<file path="config.mk">
export PLATFORM = sky130hd
export DESIGN_NAME = pixel_streamer_flat
export DESIGN_NICKNAME = d
export VERILOG_FILES = /design/src/rtl/pixel_streamer_if.sv /design/src/rtl/pixel_streamer.sv /design/src/flat_wrapper.sv
export SDC_FILE = /design/constraint.sdc
export NUM_CORES = 1
export LEC_CHECK = 0
export BUFFER_PORTS_ARGS = -buffer_cell sky130_fd_sc_hd__buf_2
export CAP_MARGIN = 10
export CORE_MARGIN = 2
export CORE_UTILIZATION = 45
export CTS_BUF_LIST = sky130_fd_sc_hd__clkbuf_8 sky130_fd_sc_hd__clkbuf_16
export DETAILED_ROUTE_END_ITERATION = 6
export GPL_TIMING_DRIVEN = 1
export PLACE_DENSITY_LB_ADDON = 0.25
export SLEW_MARGIN = 20
export SYNTH_ARGS = -nofsm -noshare
export SYNTH_HDL_FRONTEND = slang
export SYNTH_SLANG_ARGS = --single-unit
</file>
<file path="constraint.sdc">
create_clock -name clk -period 2.35 [get_ports clk]
set_input_delay 0.47 -clock clk [delete_from_list [all_inputs] [get_ports clk]]
set_output_delay 0.47 -clock clk [all_outputs]
set_load 0.01 [all_outputs]
</file>
<file path="src/rtl/pixel_streamer_if.sv">
// Pixel-stream and frame-memory bus between pixel_streamer and its neighbours.
// master = streamer side, slave = memory/pipeline side.
interface pixel_streamer_if #(
    parameter int LOC_SIZE   = 11,
    parameter int PIXEL_SIZE = 24,
    parameter int ADDR_WIDTH = 19
);
    // Handshake: mem_rd is a read strobe, and mem_data is valid exactly one cycle later.
    // en is a valid-only strobe with no ready. The sink throttles the source upstream
    // with stall. x/y/data are meaningful only in cycles where en is high.
    logic                  mem_rd;
    logic [ADDR_WIDTH-1:0] mem_addr;
    logic [PIXEL_SIZE-1:0] mem_data;
    logic                  en;
    logic [LOC_SIZE-1:0]   x;
    logic [LOC_SIZE-1:0]   y;
    logic [PIXEL_SIZE-1:0] data;

    modport master (
        output mem_rd, mem_addr, en, x, y, data,
        input  mem_data
    );

    modport slave (
        input  mem_rd, mem_addr, en, x, y, data,
        output mem_data
    );
endinterface

</file>
<file path="src/rtl/pixel_streamer.sv">
// Raster frame source: reads frame memory in raster order and emits one pixel per cycle.
// Optional PIXEL_STREAMER_FLUSH_EN appends two blank rows to drain downstream row buffers.
module pixel_streamer #(
    parameter int FRAME_WIDTH  = 640,
    parameter int FRAME_HEIGHT = 480,
    parameter int LOC_SIZE     = 11,
    parameter int PIXEL_SIZE   = 24,
    parameter int ADDR_WIDTH   = 19
) (
    input  logic                   clk,
    input  logic                   reset,
    input  logic                   start,
    input  logic                   stall,
    pixel_streamer_if.master       bus,
    output logic                   busy,
    output logic                   frame_done,
    output logic [1:0]             dbg_state_o
);
    typedef enum logic [1:0] {
        S_IDLE   = 2'd0,
        S_STREAM = 2'd1,
        S_FLUSH  = 2'd2,
        S_DONE   = 2'd3
    } state_t;

    localparam logic [LOC_SIZE-1:0] X_LAST = LOC_SIZE'(FRAME_WIDTH - 1);
    localparam logic [LOC_SIZE-1:0] Y_LAST = LOC_SIZE'(FRAME_HEIGHT - 1);
`ifdef PIXEL_STREAMER_FLUSH_EN
    localparam logic [LOC_SIZE-1:0] Y_FLUSH_LAST = LOC_SIZE'(FRAME_HEIGHT + 1);
`endif

    state_t                state_q, state_d;
    logic [LOC_SIZE-1:0]   ix_q, ix_d;
    logic [LOC_SIZE-1:0]   iy_q, iy_d;
    logic [ADDR_WIDTH-1:0] addr_q, addr_d;
    logic                  en_q;
    logic [LOC_SIZE-1:0]   x_q;
    logic [LOC_SIZE-1:0]   y_q;
    logic                  blank_q;
    logic                  done_q;
    logic                  issue;
    logic                  flush_issue;

    always_comb begin
        state_d     = state_q;
        ix_d        = ix_q;
        iy_d        = iy_q;
        addr_d      = addr_q;
        issue       = 1'b0;
        flush_issue = 1'b0;

        case (state_q)
            S_IDLE: begin
                if (start) begin
                    state_d = S_STREAM;
                    ix_d    = '0;
                    iy_d    = '0;
                    addr_d  = '0;
                end
            end

            S_STREAM: begin
                if (!stall) begin
                    issue  = 1'b1;
                    addr_d = addr_q + 1'b1;
                    if (ix_q == X_LAST) begin
                        ix_d = '0;
                        iy_d = iy_q + 1'b1;
                    end else begin
                        ix_d = ix_q + 1'b1;
                    end
                    if (ix_q == X_LAST && iy_q == Y_LAST) begin
`ifdef PIXEL_STREAMER_FLUSH_EN
                        state_d = S_FLUSH;
`else
                        state_d = S_DONE;
`endif
                    end
                end
            end

`ifdef PIXEL_STREAMER_FLUSH_EN
            // Counters keep running past the last row so y reads H, H+1 here.
            S_FLUSH: begin
                if (!stall) begin
                    flush_issue = 1'b1;
                    if (ix_q == X_LAST) begin
                        ix_d = '0;
                        iy_d = iy_q + 1'b1;
                    end else begin
                        ix_d = ix_q + 1'b1;
                    end
                    if (ix_q == X_LAST && iy_q == Y_FLUSH_LAST) begin
                        state_d = S_DONE;
                    end
                end
            end
`endif

            S_DONE: begin
                state_d = S_IDLE;
                addr_d  = '0;
            end

            default: begin
                state_d = S_IDLE;
            end
        endcase
    end

    always_ff @(posedge clk) begin
        if (reset) begin
            state_q <= S_IDLE;
            ix_q    <= '0;
            iy_q    <= '0;
            addr_q  <= '0;
            en_q    <= 1'b0;
            x_q     <= '0;
            y_q     <= '0;
            blank_q <= 1'b0;
            done_q  <= 1'b0;
        end else begin
            state_q <= state_d;
            ix_q    <= ix_d;
            iy_q    <= iy_d;
            addr_q  <= addr_d;
            en_q    <= issue | flush_issue;
            if (issue | flush_issue) begin
                x_q     <= ix_q;
                y_q     <= iy_q;
                blank_q <= flush_issue;
            end
            // The final en coincides with DONE, so the pulse lands one cycle later.
            done_q  <= (state_q == S_DONE);
        end
    end

    assign bus.mem_rd   = issue;
    assign bus.mem_addr = addr_q;
    assign bus.en       = en_q;
    assign bus.x        = x_q;
    assign bus.y        = y_q;
    assign bus.data     = blank_q ? '0 : bus.mem_data;

    assign frame_done  = done_q;
    assign busy        = (state_q != S_IDLE) || done_q;
    assign dbg_state_o = state_q;
endmodule

</file>
<file path="src/flat_wrapper.sv">
// flat-port wrapper written by rule: the top's interface ports become plain ports
module pixel_streamer_flat 
#(
    parameter int FRAME_WIDTH  = 640,
    parameter int FRAME_HEIGHT = 480,
    parameter int LOC_SIZE     = 11,
    parameter int PIXEL_SIZE   = 24,
    parameter int ADDR_WIDTH   = 19
)
  (clk, reset, start, stall, busy, frame_done, dbg_state_o, bus_mem_rd, bus_mem_addr, bus_en, bus_x, bus_y, bus_data, bus_mem_data);
  pixel_streamer_if #(.LOC_SIZE(LOC_SIZE), .PIXEL_SIZE(PIXEL_SIZE), .ADDR_WIDTH(ADDR_WIDTH)) bus_i ();
  input  logic clk;
  input  logic reset;
  input  logic start;
  input  logic stall;
  output logic busy;
  output logic frame_done;
  output logic [1:0] dbg_state_o;
  output wire logic [$bits(bus_i.mem_rd)-1:0] bus_mem_rd;
  output wire logic [$bits(bus_i.mem_addr)-1:0] bus_mem_addr;
  output wire logic [$bits(bus_i.en)-1:0] bus_en;
  output wire logic [$bits(bus_i.x)-1:0] bus_x;
  output wire logic [$bits(bus_i.y)-1:0] bus_y;
  output wire logic [$bits(bus_i.data)-1:0] bus_data;
  input wire logic [$bits(bus_i.mem_data)-1:0] bus_mem_data;
  assign bus_mem_rd = bus_i.mem_rd;
  assign bus_mem_addr = bus_i.mem_addr;
  assign bus_en = bus_i.en;
  assign bus_x = bus_i.x;
  assign bus_y = bus_i.y;
  assign bus_data = bus_i.data;
  assign bus_i.mem_data = bus_mem_data;
  pixel_streamer #(.FRAME_WIDTH(FRAME_WIDTH), .FRAME_HEIGHT(FRAME_HEIGHT), .LOC_SIZE(LOC_SIZE), .PIXEL_SIZE(PIXEL_SIZE), .ADDR_WIDTH(ADDR_WIDTH)) u_core (.clk(clk), .reset(reset), .start(start), .stall(stall), .bus(bus_i), .busy(busy), .frame_done(frame_done), .dbg_state_o(dbg_state_o));
endmodule
</file>
==> flow_summary_export.csv <==
group,metric,value,unit
status,status,"finished, final reports clean",
routing,dr_wl_met2,3250,um
die,rows,30,
routing,vias,2788,
grt,grt_pass1_vias,2503,
cells_and_area,n_antenna_cell,0,
cells_and_area,fin_nets,444,
die,io_pins,99,
routing,routedWlPerCell,13.74,um
clock_network,cts_sinks,67,
sta,fmax,454.8,MHz
clock_network,ctsHoldBuffers,0,
routing,topRoutingLayerUsed,"met4",
logic_synthesis,netlist.area_leader.share,0.4168,
critical_path,critPathBufInv,3,
critical_path,crit_chain,"or3b_1 > clkinv_4 > buf_4 > buf_2",
sta,setup_viol,0,
clock_network,postCtsSetupRepairBufs,0,
power,power_density,615.2,nW/um^2
cells_and_area,area.sequential,1343,um^2
logic_synthesis,ys_warn_count,0,
routing,met3WireLength,237,um
routing,dr.pass1.iters,4,
logic_synthesis,netlist_area,3218,um^2
critical_path,cp_max_fo,17,
routing,initialDrtViolationCount,233,
routing,wl,7062,um
sta,slew_headroom,0.6104,
cells_and_area,layout_commonest_cell,"dfxtp_1",
logic_synthesis,yosys.area.top_type,"dfxtp_1",
critical_path,cpMaxStageDelayCell,"dfxtp_2",
grt,grt_overflow_total,0,
sta,period_share,0.9357,
critical_path,critPathTopFamily,"buffers and inverters",
critical_path,worstPathRequired,1.88,ns
sta,whs,0.4319,ns
cells_and_area,fillers,668,
placement,hpwlAfterDp,5041,um
routing,drc,0,
grt,grt_use_total,0.1925,
critical_path,crit_end,"bus_mem_rd",
logic_synthesis,synthFlopType,"dfxtp_1",
worst_hold_path,holdPathStages,3,
logic_synthesis,synthCells,387,
sta,hold_viol,0,
critical_path,cp_data_arrival_time,1.73,ns
placement,gp_congestion,0.8362,
critical_path,path_depth,4,
clock_network,clkLatencyLatePin,0.35,ns
routing,viasPerCell,5.424,
sta,skew,0.01252,ns
die,fp.dieW,88.57,um
cells_and_area,multi_input_area,1549,um^2
placement,io_buffers,50,
critical_path,r2r-start,"u_core.ix_q[0]",
worst_hold_path,hold_path.class,"in2reg",
power,p_leak,0.001323,uW
critical_path,reg2reg_to,"u_core.iy_q[9]",
routing,drt-met1-wl,3451,um
clock_network,cts_tree,"yes",
critical_path,cpPeakStageDelay,0.43,ns
critical_path,r2r_setup_slack,0.43,ns
critical_path,startpoint,"u_core.dbg_state_o[0]",
logic_synthesis,synth-async-reset-ratio,0,
clock_network,cts_buffer_depth,2,
logic_synthesis,synth-edff-count,0,
grt,grt_max_degree,25,
clock_network,cts_resized,0,
die,start_util,0.4685,
critical_path,setup.worst_path.end_class,"output port",
grt,antenna_found_initial,0,
die,fp.dieH,88.57,um
logic_synthesis,syn_avg_cell_area,8.315,um^2
grt,grt_pass1_wl,11860,um
power,ir_drop,358.0,uV
sta,period_minus_slack,2.199,ns
critical_path,reg2regPathDepth,6,
logic_synthesis,syn-num-nets,418,
die,die_area,7844,um^2
logic_synthesis,synth.distinct_cells,48,
sta,worstMarginPinSlew,0.5696,ns
sta,rsz0062_at_grt,"false",
run,drv_cap,0,
sta,tns,0,ns
cells_and_area,drive_gt1_frac,0.2081,
clock_network,path_clk_slew,0.07,ns
cells_and_area,final_cell_mix,"66 x dfxtp_1, 56 x nand2_1, 50 x a21oi_1, 50 x buf_2, 20 x nand3_1",
logic_synthesis,synth_area_leaders,"dfxtp_1 42%, a21oi_1 7.8%, nand2_1 6.5%, buf_4 5.6%, nand3_1 3.1%",
die,core_area,6869,um^2
critical_path,crit_path_start_kind,"flop",
logic_synthesis,seq_area_frac_synth,0.4168,
clock_network,root_buffer,"clkbuf_8",
routing,postRouteAntennaNets,0,
cells_and_area,area_growth_syn_to_layout,11.28,%
critical_path,crit_type,"reg2out",
clock_network,cts_max_level,3,
sta,slew_viol_final,0,
logic_synthesis,synth_seq_cells,67,
clock_network,cts_made_buffers,9,
==> how the worst min path moves through the flow <==
stage,from,end
CTS,start,u_core.dbg_state_o[0]
floorplan,u_core.iy_q[10],u_core.bus.y[10]
global route,start,u_core.dbg_state_o[0]
finish,start,u_core.dbg_state_o[0]
detailed placement,u_core.bus.x[0],u_core.bus.x[0]
global placement,u_core.bus.x[3],u_core.bus.x[3]
==> state kept, by name, indices dropped and copies added (netlist names) <==
name	flops
u_core.dbg_state_o	2
u_core.bus.en	1
u_core.bus.mem_addr	19
u_core.bus.y	11
u_core.bus.x	11
u_core.iy_q	11
u_core.frame_done	1
u_core.ix_q	11
==> metal layers <==
metal  track usage  vias up
met3       0.03731       15
met4       0.09091        0
met2        0.2967       53
li1              -     1407
met5             0        -
met1        0.2604     1313
==> cell families after synthesis <==
kind of cell,count (synthesis),share of synthesized area
compound gates,90,0.1656
xor+xnor,9,0.02450
fa+ha+maj,3,0.01167
buf+inv,56,0.1019
flops,67,0.4168
mux,3,0.009332
simple gates,159,0.2702
==> worst register-to-register path: stages, from the launching register on <==
cell and delay (ns):
dfxtp_1 0.41, ha_1 0.22, and3_1 0.28, nand3_1 0.11, buf_4 0.19, or4_1 0.51, a21oi_1 0.15
==> cells in the mapped netlist, types with 2 or more instances <==
library cell / number
nand2_1: 56
nor2b_1: 3
or3_1: 11
and3_1: 5
mux2i_1: 3
a2111oi_0: 3
xor2_1: 2
nand4_1: 6
ha_1: 3
dfxtp_1: 67
and2_1: 2
nor2_1: 17
o21ai_0: 13
nand2b_1: 5
o31ai_1: 9
buf_6: 3
or3b_2: 2
nand3_1: 20
nand4_4: 2
o41ai_1: 2
buf_4: 24
a21oi_1: 50
o211ai_1: 3
inv_1: 9
a211oi_1: 3
nor3b_1: 2
nor4_1: 2
or2_2: 3
clkbuf_1: 18
and4_1: 2
xnor2_1: 7
nor3_1: 4
or4_1: 11
==> per-stage QoR <==
step	setup WS (ns)	instances	cell area, um^2	utilization	power, uW
3_5_place_dp	0.2837	498	3386	0.4929	1289
4_1_cts	0.03142	514	3580	0.5211	2230
2_1_floorplan	0.4150	387	3218	-	1300
6_report	0.1511	514	3581	0.5213	2203
5_1_grt	0.06568	514	3581	0.5213	2278
3_3_place_gp	0.3292	498	3386	0.4929	1287
==> cell type report <==
type	count	area share
well taps	96	0.03354
inverters	10	0.01188
repair buffers	61	0.09294
clock inverters	6	0.01572
flip-flops and latches	67	0.3749
clock buffers	10	0.03843
multi-input cells	264	0.4326
==> power by group <==
| group | switching, uW | internal, uW | total (uW) |
|---|---|---|---|
| clock network | 430 | 509 | 939 |
| logic | 72.7 | 33.9 | 107 |
| registers | 13.4 | 1140 | 1160 |
No activity file was read; power rests on OpenSTA's default activity.
